### config.mk
export PLATFORM = sky130hd
export DESIGN_NAME = seq_pattern_det_flat
export DESIGN_NICKNAME = d
export VERILOG_FILES = /design/src/rtl/seq_pattern_det_if.sv /design/src/rtl/seq_pattern_det.sv /design/src/flat_wrapper.sv
export SDC_FILE = /design/constraint.sdc
export NUM_CORES = 1
export LEC_CHECK = 0
export CAP_MARGIN = 20
export CORE_ASPECT_RATIO = 0.8
export CORE_MARGIN = 2
export CORE_UTILIZATION = 51
export CTS_BUF_LIST = sky130_fd_sc_hd__clkbuf_2
export CTS_CLUSTER_DIAMETER = 80
export DETAILED_ROUTE_END_ITERATION = 7
export HOLD_SLACK_MARGIN = 0.15
export MAX_ROUTING_LAYER = met4
export PLACE_DENSITY = 0.8
export SETUP_SLACK_MARGIN = 0.2
export SYNTH_ARGS = -nofsm -noshare
export SYNTH_HDL_FRONTEND = slang
export SYNTH_SLANG_ARGS = --single-unit
### constraint.sdc
create_clock -name clk -period 2.89 [get_ports clk]
set_input_delay 0.7225 -clock clk [delete_from_list [all_inputs] [get_ports clk]]
set_output_delay 0.7225 -clock clk [all_outputs]
set_load 0.01 [all_outputs]
### src/rtl/seq_pattern_det_if.sv
// rtl/seq_pattern_det_if.sv - serial input, pattern config and hit status bundle for seq_pattern_det
interface seq_pattern_det_if #(
    parameter int NPAT  = 4,
    parameter int PLEN  = 4,
    parameter int CNT_W = 8
);
    localparam int SW = (NPAT > 1) ? $clog2(NPAT) : 1;
    localparam int LW = $clog2(PLEN + 1);

    logic                    clear;
    logic                    in;
    logic                    in_valid;
    logic                    overlap;
    logic                    cfg_we;
    logic [SW-1:0]           cfg_sel;
    logic [PLEN-1:0]         cfg_pat;
    logic [LW-1:0]           cfg_len;
    logic [NPAT-1:0]         hit;
    logic                    any_hit;
    logic [NPAT*CNT_W-1:0]   hit_cnt;

    modport master (
        output clear, in, in_valid, overlap, cfg_we, cfg_sel, cfg_pat, cfg_len,
        input  hit, any_hit, hit_cnt
    );

    modport slave (
        input  clear, in, in_valid, overlap, cfg_we, cfg_sel, cfg_pat, cfg_len,
        output hit, any_hit, hit_cnt
    );
endinterface

### src/rtl/seq_pattern_det.sv
// rtl/seq_pattern_det.sv - multi-channel programmable serial pattern detector with saturating hit counters
module seq_pattern_det #(
    parameter int NPAT  = 4,
    parameter int PLEN  = 4,
    parameter int CNT_W = 8
) (
    input logic              clk,
    input logic              rest,
    seq_pattern_det_if.slave bus
);
    localparam int SW = (NPAT > 1) ? $clog2(NPAT) : 1;
    localparam int LW = $clog2(PLEN + 1);

    typedef logic [LW-1:0] len_t;

    // Only PLEN-1 past bits are stored: the newest bit arrives on 'in' and
    // completes the PLEN-bit window combinationally.
    logic [PLEN-2:0]   hist;
    len_t              fill;
    len_t              spc  [NPAT];
    logic [PLEN-1:0]   pat  [NPAT];
    len_t              len  [NPAT];
    logic [CNT_W-1:0]  cnt  [NPAT];
    logic [NPAT-1:0]   hit_q;
    logic              any_q;

    logic [PLEN-1:0]   nhist;
    logic [NPAT-1:0]   match;
    logic [NPAT-1:0]   sel;
    logic              eq;

    function automatic logic [PLEN-1:0] def_pat(input int i);
        logic [31:0] p;
        case (i)
            0:       p = 32'he;
            1:       p = 32'h6;
            2:       p = 32'hc;
            3:       p = 32'h9;
            default: p = 32'h0;
        endcase
        return p[PLEN-1:0];
    endfunction

    function automatic len_t def_len(input int i);
        int base;
        case (i)
            0:       base = 4;
            1:       base = 3;
            2:       base = 4;
            3:       base = 4;
            default: base = 0;
        endcase
        return (base > PLEN) ? LW'(PLEN) : LW'(base);
    endfunction

    // Window evaluation: which channels match if the current bit is taken
    always_comb begin
        nhist = {hist, bus.in};
        match = '0;
        sel   = '0;
        eq    = 1'b1;
        for (int i = 0; i < NPAT; i++) begin
            sel[i] = bus.cfg_we && (bus.cfg_sel == SW'(i));
            eq = 1'b1;
            for (int b = 0; b < PLEN; b++) begin
                if ((b < int'(len[i])) && (nhist[b] != pat[i][b])) begin
                    eq = 1'b0;
                end
            end
            if (bus.in_valid && (len[i] != '0) && (int'(fill) + 1 >= int'(len[i])) && eq
                && (bus.overlap || (int'(spc[i]) + 1 >= int'(len[i])))) begin
                match[i] = 1'b1;
            end
        end
    end

    // History, spacing, counters, flags and channel config registers
    always_ff @(posedge clk or posedge rest) begin
        if (rest) begin
            hist  <= '0;
            fill  <= '0;
            hit_q <= '0;
            any_q <= 1'b0;
            for (int i = 0; i < NPAT; i++) begin
                spc[i] <= LW'(PLEN);
                cnt[i] <= '0;
                pat[i] <= def_pat(i);
                len[i] <= def_len(i);
            end
        end else begin
            if (bus.clear) begin
                hist  <= '0;
                fill  <= '0;
                hit_q <= '0;
                any_q <= 1'b0;
                for (int i = 0; i < NPAT; i++) begin
                    spc[i] <= LW'(PLEN);
                    cnt[i] <= '0;
                end
            end else begin
                hit_q <= match;
                any_q <= |match;
                if (bus.in_valid) begin
                    hist <= nhist[PLEN-2:0];
                    if (fill != LW'(PLEN)) begin
                        fill <= fill + LW'(1);
                    end
                end
                for (int i = 0; i < NPAT; i++) begin
                    if (sel[i]) begin
                        spc[i] <= LW'(PLEN);
                        cnt[i] <= '0;
                    end else begin
                        if (bus.in_valid) begin
                            if (match[i]) begin
                                spc[i] <= '0;
                            end else if (spc[i] != LW'(PLEN)) begin
                                spc[i] <= spc[i] + LW'(1);
                            end
                        end
                        if (match[i] && (cnt[i] != '1)) begin
                            cnt[i] <= cnt[i] + CNT_W'(1);
                        end
                    end
                end
            end
            // Config survives clear; a write lands regardless of clear
            for (int i = 0; i < NPAT; i++) begin
                if (sel[i]) begin
                    pat[i] <= bus.cfg_pat;
                    len[i] <= (bus.cfg_len > LW'(PLEN)) ? LW'(PLEN) : bus.cfg_len;
                end
            end
        end
    end

    // Status outputs straight from registers
    always_comb begin
        bus.hit     = hit_q;
        bus.any_hit = any_q;
        bus.hit_cnt = '0;
        for (int i = 0; i < NPAT; i++) begin
            bus.hit_cnt[i*CNT_W +: CNT_W] = cnt[i];
        end
    end
endmodule

### src/flat_wrapper.sv
// flat-port wrapper written by rule: the top's interface ports become plain ports
module seq_pattern_det_flat 
#(
    parameter int NPAT  = 4,
    parameter int PLEN  = 4,
    parameter int CNT_W = 8
)
  (clk, rest, bus_clear, bus_in, bus_in_valid, bus_overlap, bus_cfg_we, bus_cfg_sel, bus_cfg_pat, bus_cfg_len, bus_hit, bus_any_hit, bus_hit_cnt);
  seq_pattern_det_if #(.NPAT(NPAT), .PLEN(PLEN), .CNT_W(CNT_W)) bus_i ();
  input logic clk;
  input logic rest;
  input wire logic [$bits(bus_i.clear)-1:0] bus_clear;
  input wire logic [$bits(bus_i.in)-1:0] bus_in;
  input wire logic [$bits(bus_i.in_valid)-1:0] bus_in_valid;
  input wire logic [$bits(bus_i.overlap)-1:0] bus_overlap;
  input wire logic [$bits(bus_i.cfg_we)-1:0] bus_cfg_we;
  input wire logic [$bits(bus_i.cfg_sel)-1:0] bus_cfg_sel;
  input wire logic [$bits(bus_i.cfg_pat)-1:0] bus_cfg_pat;
  input wire logic [$bits(bus_i.cfg_len)-1:0] bus_cfg_len;
  output wire logic [$bits(bus_i.hit)-1:0] bus_hit;
  output wire logic [$bits(bus_i.any_hit)-1:0] bus_any_hit;
  output wire logic [$bits(bus_i.hit_cnt)-1:0] bus_hit_cnt;
  assign bus_i.clear = bus_clear;
  assign bus_i.in = bus_in;
  assign bus_i.in_valid = bus_in_valid;
  assign bus_i.overlap = bus_overlap;
  assign bus_i.cfg_we = bus_cfg_we;
  assign bus_i.cfg_sel = bus_cfg_sel;
  assign bus_i.cfg_pat = bus_cfg_pat;
  assign bus_i.cfg_len = bus_cfg_len;
  assign bus_hit = bus_i.hit;
  assign bus_any_hit = bus_i.any_hit;
  assign bus_hit_cnt = bus_i.hit_cnt;
  seq_pattern_det #(.NPAT(NPAT), .PLEN(PLEN), .CNT_W(CNT_W)) u_core (.clk(clk), .rest(rest), .bus(bus_i));
endmodule
==> impl_metrics.tcl <==
set metrics [dict create \
    status "finished clean" \
    core_sq_um 9530 \
    grt_pass1_vias 4111 \
    avgSynthCellArea_sq_um 9.41 \
    via_per_inst 6.08 \
    synthFlopType "dfrtp_1" \
    root_buffer "clkbuf_2" \
    htree_levels 3 \
    critPathKind "register to register" \
    p_leak_nw 2.56 \
    drv_cap 0 \
    wl_met2_microns 5560 \
    drc 0 \
    synth_warnings 0 \
    p_sw_mw 0.829 \
    dp_slack_ns -0.195 \
    async_reset_ff_share_pct 100 \
    final_common_cell "nand2_1" \
    wl_met3_microns 747 \
    p_seq_share_pct 52.8 \
    path_clk_slew_ns 0.24 \
    wl_met1_microns 5390 \
    min_period_ns 2.56 \
    fp.dieW_microns 114 \
    vias 4414 \
    hold_path.class "primary input to async pin" \
    grt_pass1_wl_microns 20100 \
    drt_iter0_markers 354 \
    grt_max_degree 42 \
    period_share_pct 88.5 \
    power.density_nw_per_um2 443 \
    stdcell_count 726 \
    startpoint_type "register" \
    start_util_pct 52.0 \
    worst_slack_ns 0.331 \
    peakVddDrop_uv 316 \
    total_power_mw 2.61 \
    tightest_slew_ns 0.495 \
    clock_latency_ns 0.59 \
    track_usage_pct 24.7 \
    synth-edff-count 0 \
    combPwrFrac_pct 23.6 \
    finalSetupTns_ns 0 \
    syn_nets 581 \
    hold_viol_final 0 \
    drive_gt1_share_pct 15.7 \
    nets 656 \
    fin_skew_ns 0.0419 \
    cts_sinks 83 \
    cts_tree "yes" \
    cp.arrival_ns 3.08 \
    clockPowerShare_pct 23.6 \
    cts_buffers 9 \
    timing.critical_path.to_type "register" \
    num-fill-cells 791 \
    die_y_microns 92.2 \
    final_cell_mix "nand2_1, dfrtp_1, clkdlybuf4s50_1" \
    dp_hpwl_microns 8830 \
    cts_hold_buf 0 \
    ys_ff_latch 83 \
    netlist_instances 527 \
    diodes 0 \
    p_sw_share_pct 31.8 \
    rows 32 \
    p_int_mw 1.78 \
    ant_nets 0 \
    gp_congestion 0.867 \
    fmax_mhz 391 \
    synthesis.area_sq_um 4960 \
    netlist-cell-type-count 60 \
    die-area_sq_um 10500 \
    finalSetupViolCount 0 \
    grt-ovfl-total 0 \
    routed_wirelength_microns 11900 \
    finalMaxSlewViolations 0 \
    crit_fanout 8 \
    portBuffers 52 \
    maxSlewHeadroom_pct 67.0 \
    grt_antenna_before_repair 0 \
    top_layer_used "met4" \
    wl_per_cell_microns 16.4 \
    ios 53 \
    worstPathRequired_ns 3.41 \
    seq_area_frac_synth_pct 42.4 \
    syn_to_final_growth_pct 18.8 \
    first_pass_iters 5 \
    dp_cells 710 \
    rsz0062_at_grt "false" \
    cts_buffer_depth 2 \
]
==> flip-flops by register name, summed over array words and instances, names as in the netlist <==
name	cells
u_core.pat	16
u_core.spc	12
u_core.len	12
u_core.fill	3
u_core.bus.any_hit	1
u_core.bus.hit_cnt	32
u_core.bus.hit	4
u_core.hist	3
==> Yosys cell counts (2+ instances only) <==
| master | number | area (sq um) |
|---|---|---|
| a211o_1 | 4 | 35.0 |
| a211oi_1 | 5 | 37.5 |
| a21boi_0 | 3 | 22.5 |
| a21o_1 | 5 | 37.5 |
| a21o_2 | 2 | 17.5 |
| a21oi_1 | 28 | 140 |
| a311oi_1 | 3 | 26.3 |
| a31oi_1 | 4 | 25.0 |
| a41oi_1 | 2 | 17.5 |
| and3_1 | 4 | 25.0 |
| and3_2 | 2 | 15.0 |
| buf_2 | 2 | 10.0 |
| buf_6 | 3 | 33.8 |
| clkbuf_1 | 12 | 45.0 |
| dfrtp_1 | 65 | 1630 |
| dfstp_2 | 18 | 473 |
| ha_1 | 38 | 475 |
| inv_1 | 29 | 109 |
| mux2_2 | 10 | 113 |
| mux2i_1 | 8 | 80.1 |
| nand2_1 | 66 | 248 |
| nand2b_1 | 10 | 62.6 |
| nand3_1 | 22 | 110 |
| nand4_1 | 5 | 31.3 |
| nor2_1 | 33 | 124 |
| nor3_1 | 13 | 65.1 |
| nor4b_1 | 4 | 35.0 |
| o211ai_1 | 5 | 37.5 |
| o21ai_0 | 37 | 185 |
| o21ba_2 | 2 | 20.0 |
| o22ai_1 | 3 | 18.8 |
| o311ai_0 | 4 | 35.0 |
| o31ai_1 | 6 | 45.0 |
| o41ai_1 | 3 | 26.3 |
| or2_2 | 2 | 12.5 |
| or3_1 | 14 | 87.6 |
| or4_1 | 7 | 52.6 |
| xnor2_1 | 12 | 105 |
| xnor2_2 | 2 | 32.5 |
| xor2_1 | 10 | 87.6 |
==> timing repair <==
item / CTS / global route
gates resized for setup: 0 / 4
buffers inserted: 0 / 0
endpoints found under the setup margin: 0 / 8
==> power groups by stage <==
| stage | sequential, mW | combinational, mW | clock (mW) |
|---|---|---|---|
| floorplan | 1.37 | 0.415 | 0 |
| global placement | 1.38 | 0.575 | 0 |
| detailed placement | 1.39 | 0.607 | 0 |
| CTS | 1.37 | 0.613 | 0.624 |
| global route | 1.39 | 0.694 | 0.678 |
| finish | 1.38 | 0.615 | 0.616 |
==> through the flow <==
stage / hold slack [ns] / cell area (sq um) / utilization (%)
3_5_place_dp: 0.458 / 5780 / 60.6
4_1_cts: 0.466 / 5880 / 61.7
5_1_grt: 0.471 / 5890 / 61.8
6_report: 0.466 / 5890 / 61.8
3_3_place_gp: 0.456 / 5780 / 60.6
2_1_floorplan: 0.446 / 4960 / -
==> final cells by class <==
class | instances | area [sq um] | area share (%)
Tap cell | 119 | 149 | 2.53
Clock buffer | 13 | 65.1 | 1.11
Inverter | 29 | 113 | 1.91
Sequential cell | 83 | 2100 | 35.7
Clock inverter | 3 | 38.8 | 0.659
Multi-Input combinational cell | 397 | 2660 | 45.2
Timing Repair Buffer | 82 | 758 | 12.9
==> final timing paths <==
path	start	cells after the start	endpoint	slack, ns
max in group asynchronous	rest	3	u_core.pat[9]	1.67
max	u_core.fill[0]	8	u_core.bus.hit_cnt[29]	0.33
min reg2reg	u_core.pat[7]	2	u_core.pat[7]	0.48
min in group clk	u_core.pat[7]	2	u_core.pat[7]	0.48
max reg2reg	u_core.fill[0]	8	u_core.bus.hit_cnt[29]	0.33
min	rest	2	u_core.hist[1]	0.47
==> critical path, stage by stage, from the launching register on <==
cell      delay, ns
dfrtp_2        0.47
inv_1          0.06
ha_1           0.31
ha_1           0.30
a21o_2         0.12
a211oi_1       0.09
or4b_4         0.60
or3_1          0.38
a21oi_1        0.18
==> layer usage <==
layer  track usage [%]  vias up
li1                  -     2046
met1              33.2     2195
met2              37.8      148
met3              4.69       25
met4              8.23        0
met5                 -        -
==> kinds of logic after synthesis <==
| family | Yosys count | synth area share, % |
|---|---|---|
| and+or+nand+nor | 194 | 19.6 |
| AOI/OAI and AO/OA | 123 | 16.0 |
| DFF | 83 | 42.4 |
| buffers and inverters | 47 | 4.06 |
| adders and majority gates | 38 | 9.59 |
| xor gates and xnor gates | 24 | 4.54 |
| muxes | 18 | 3.89 |
(Power assumes the default switching activity.)
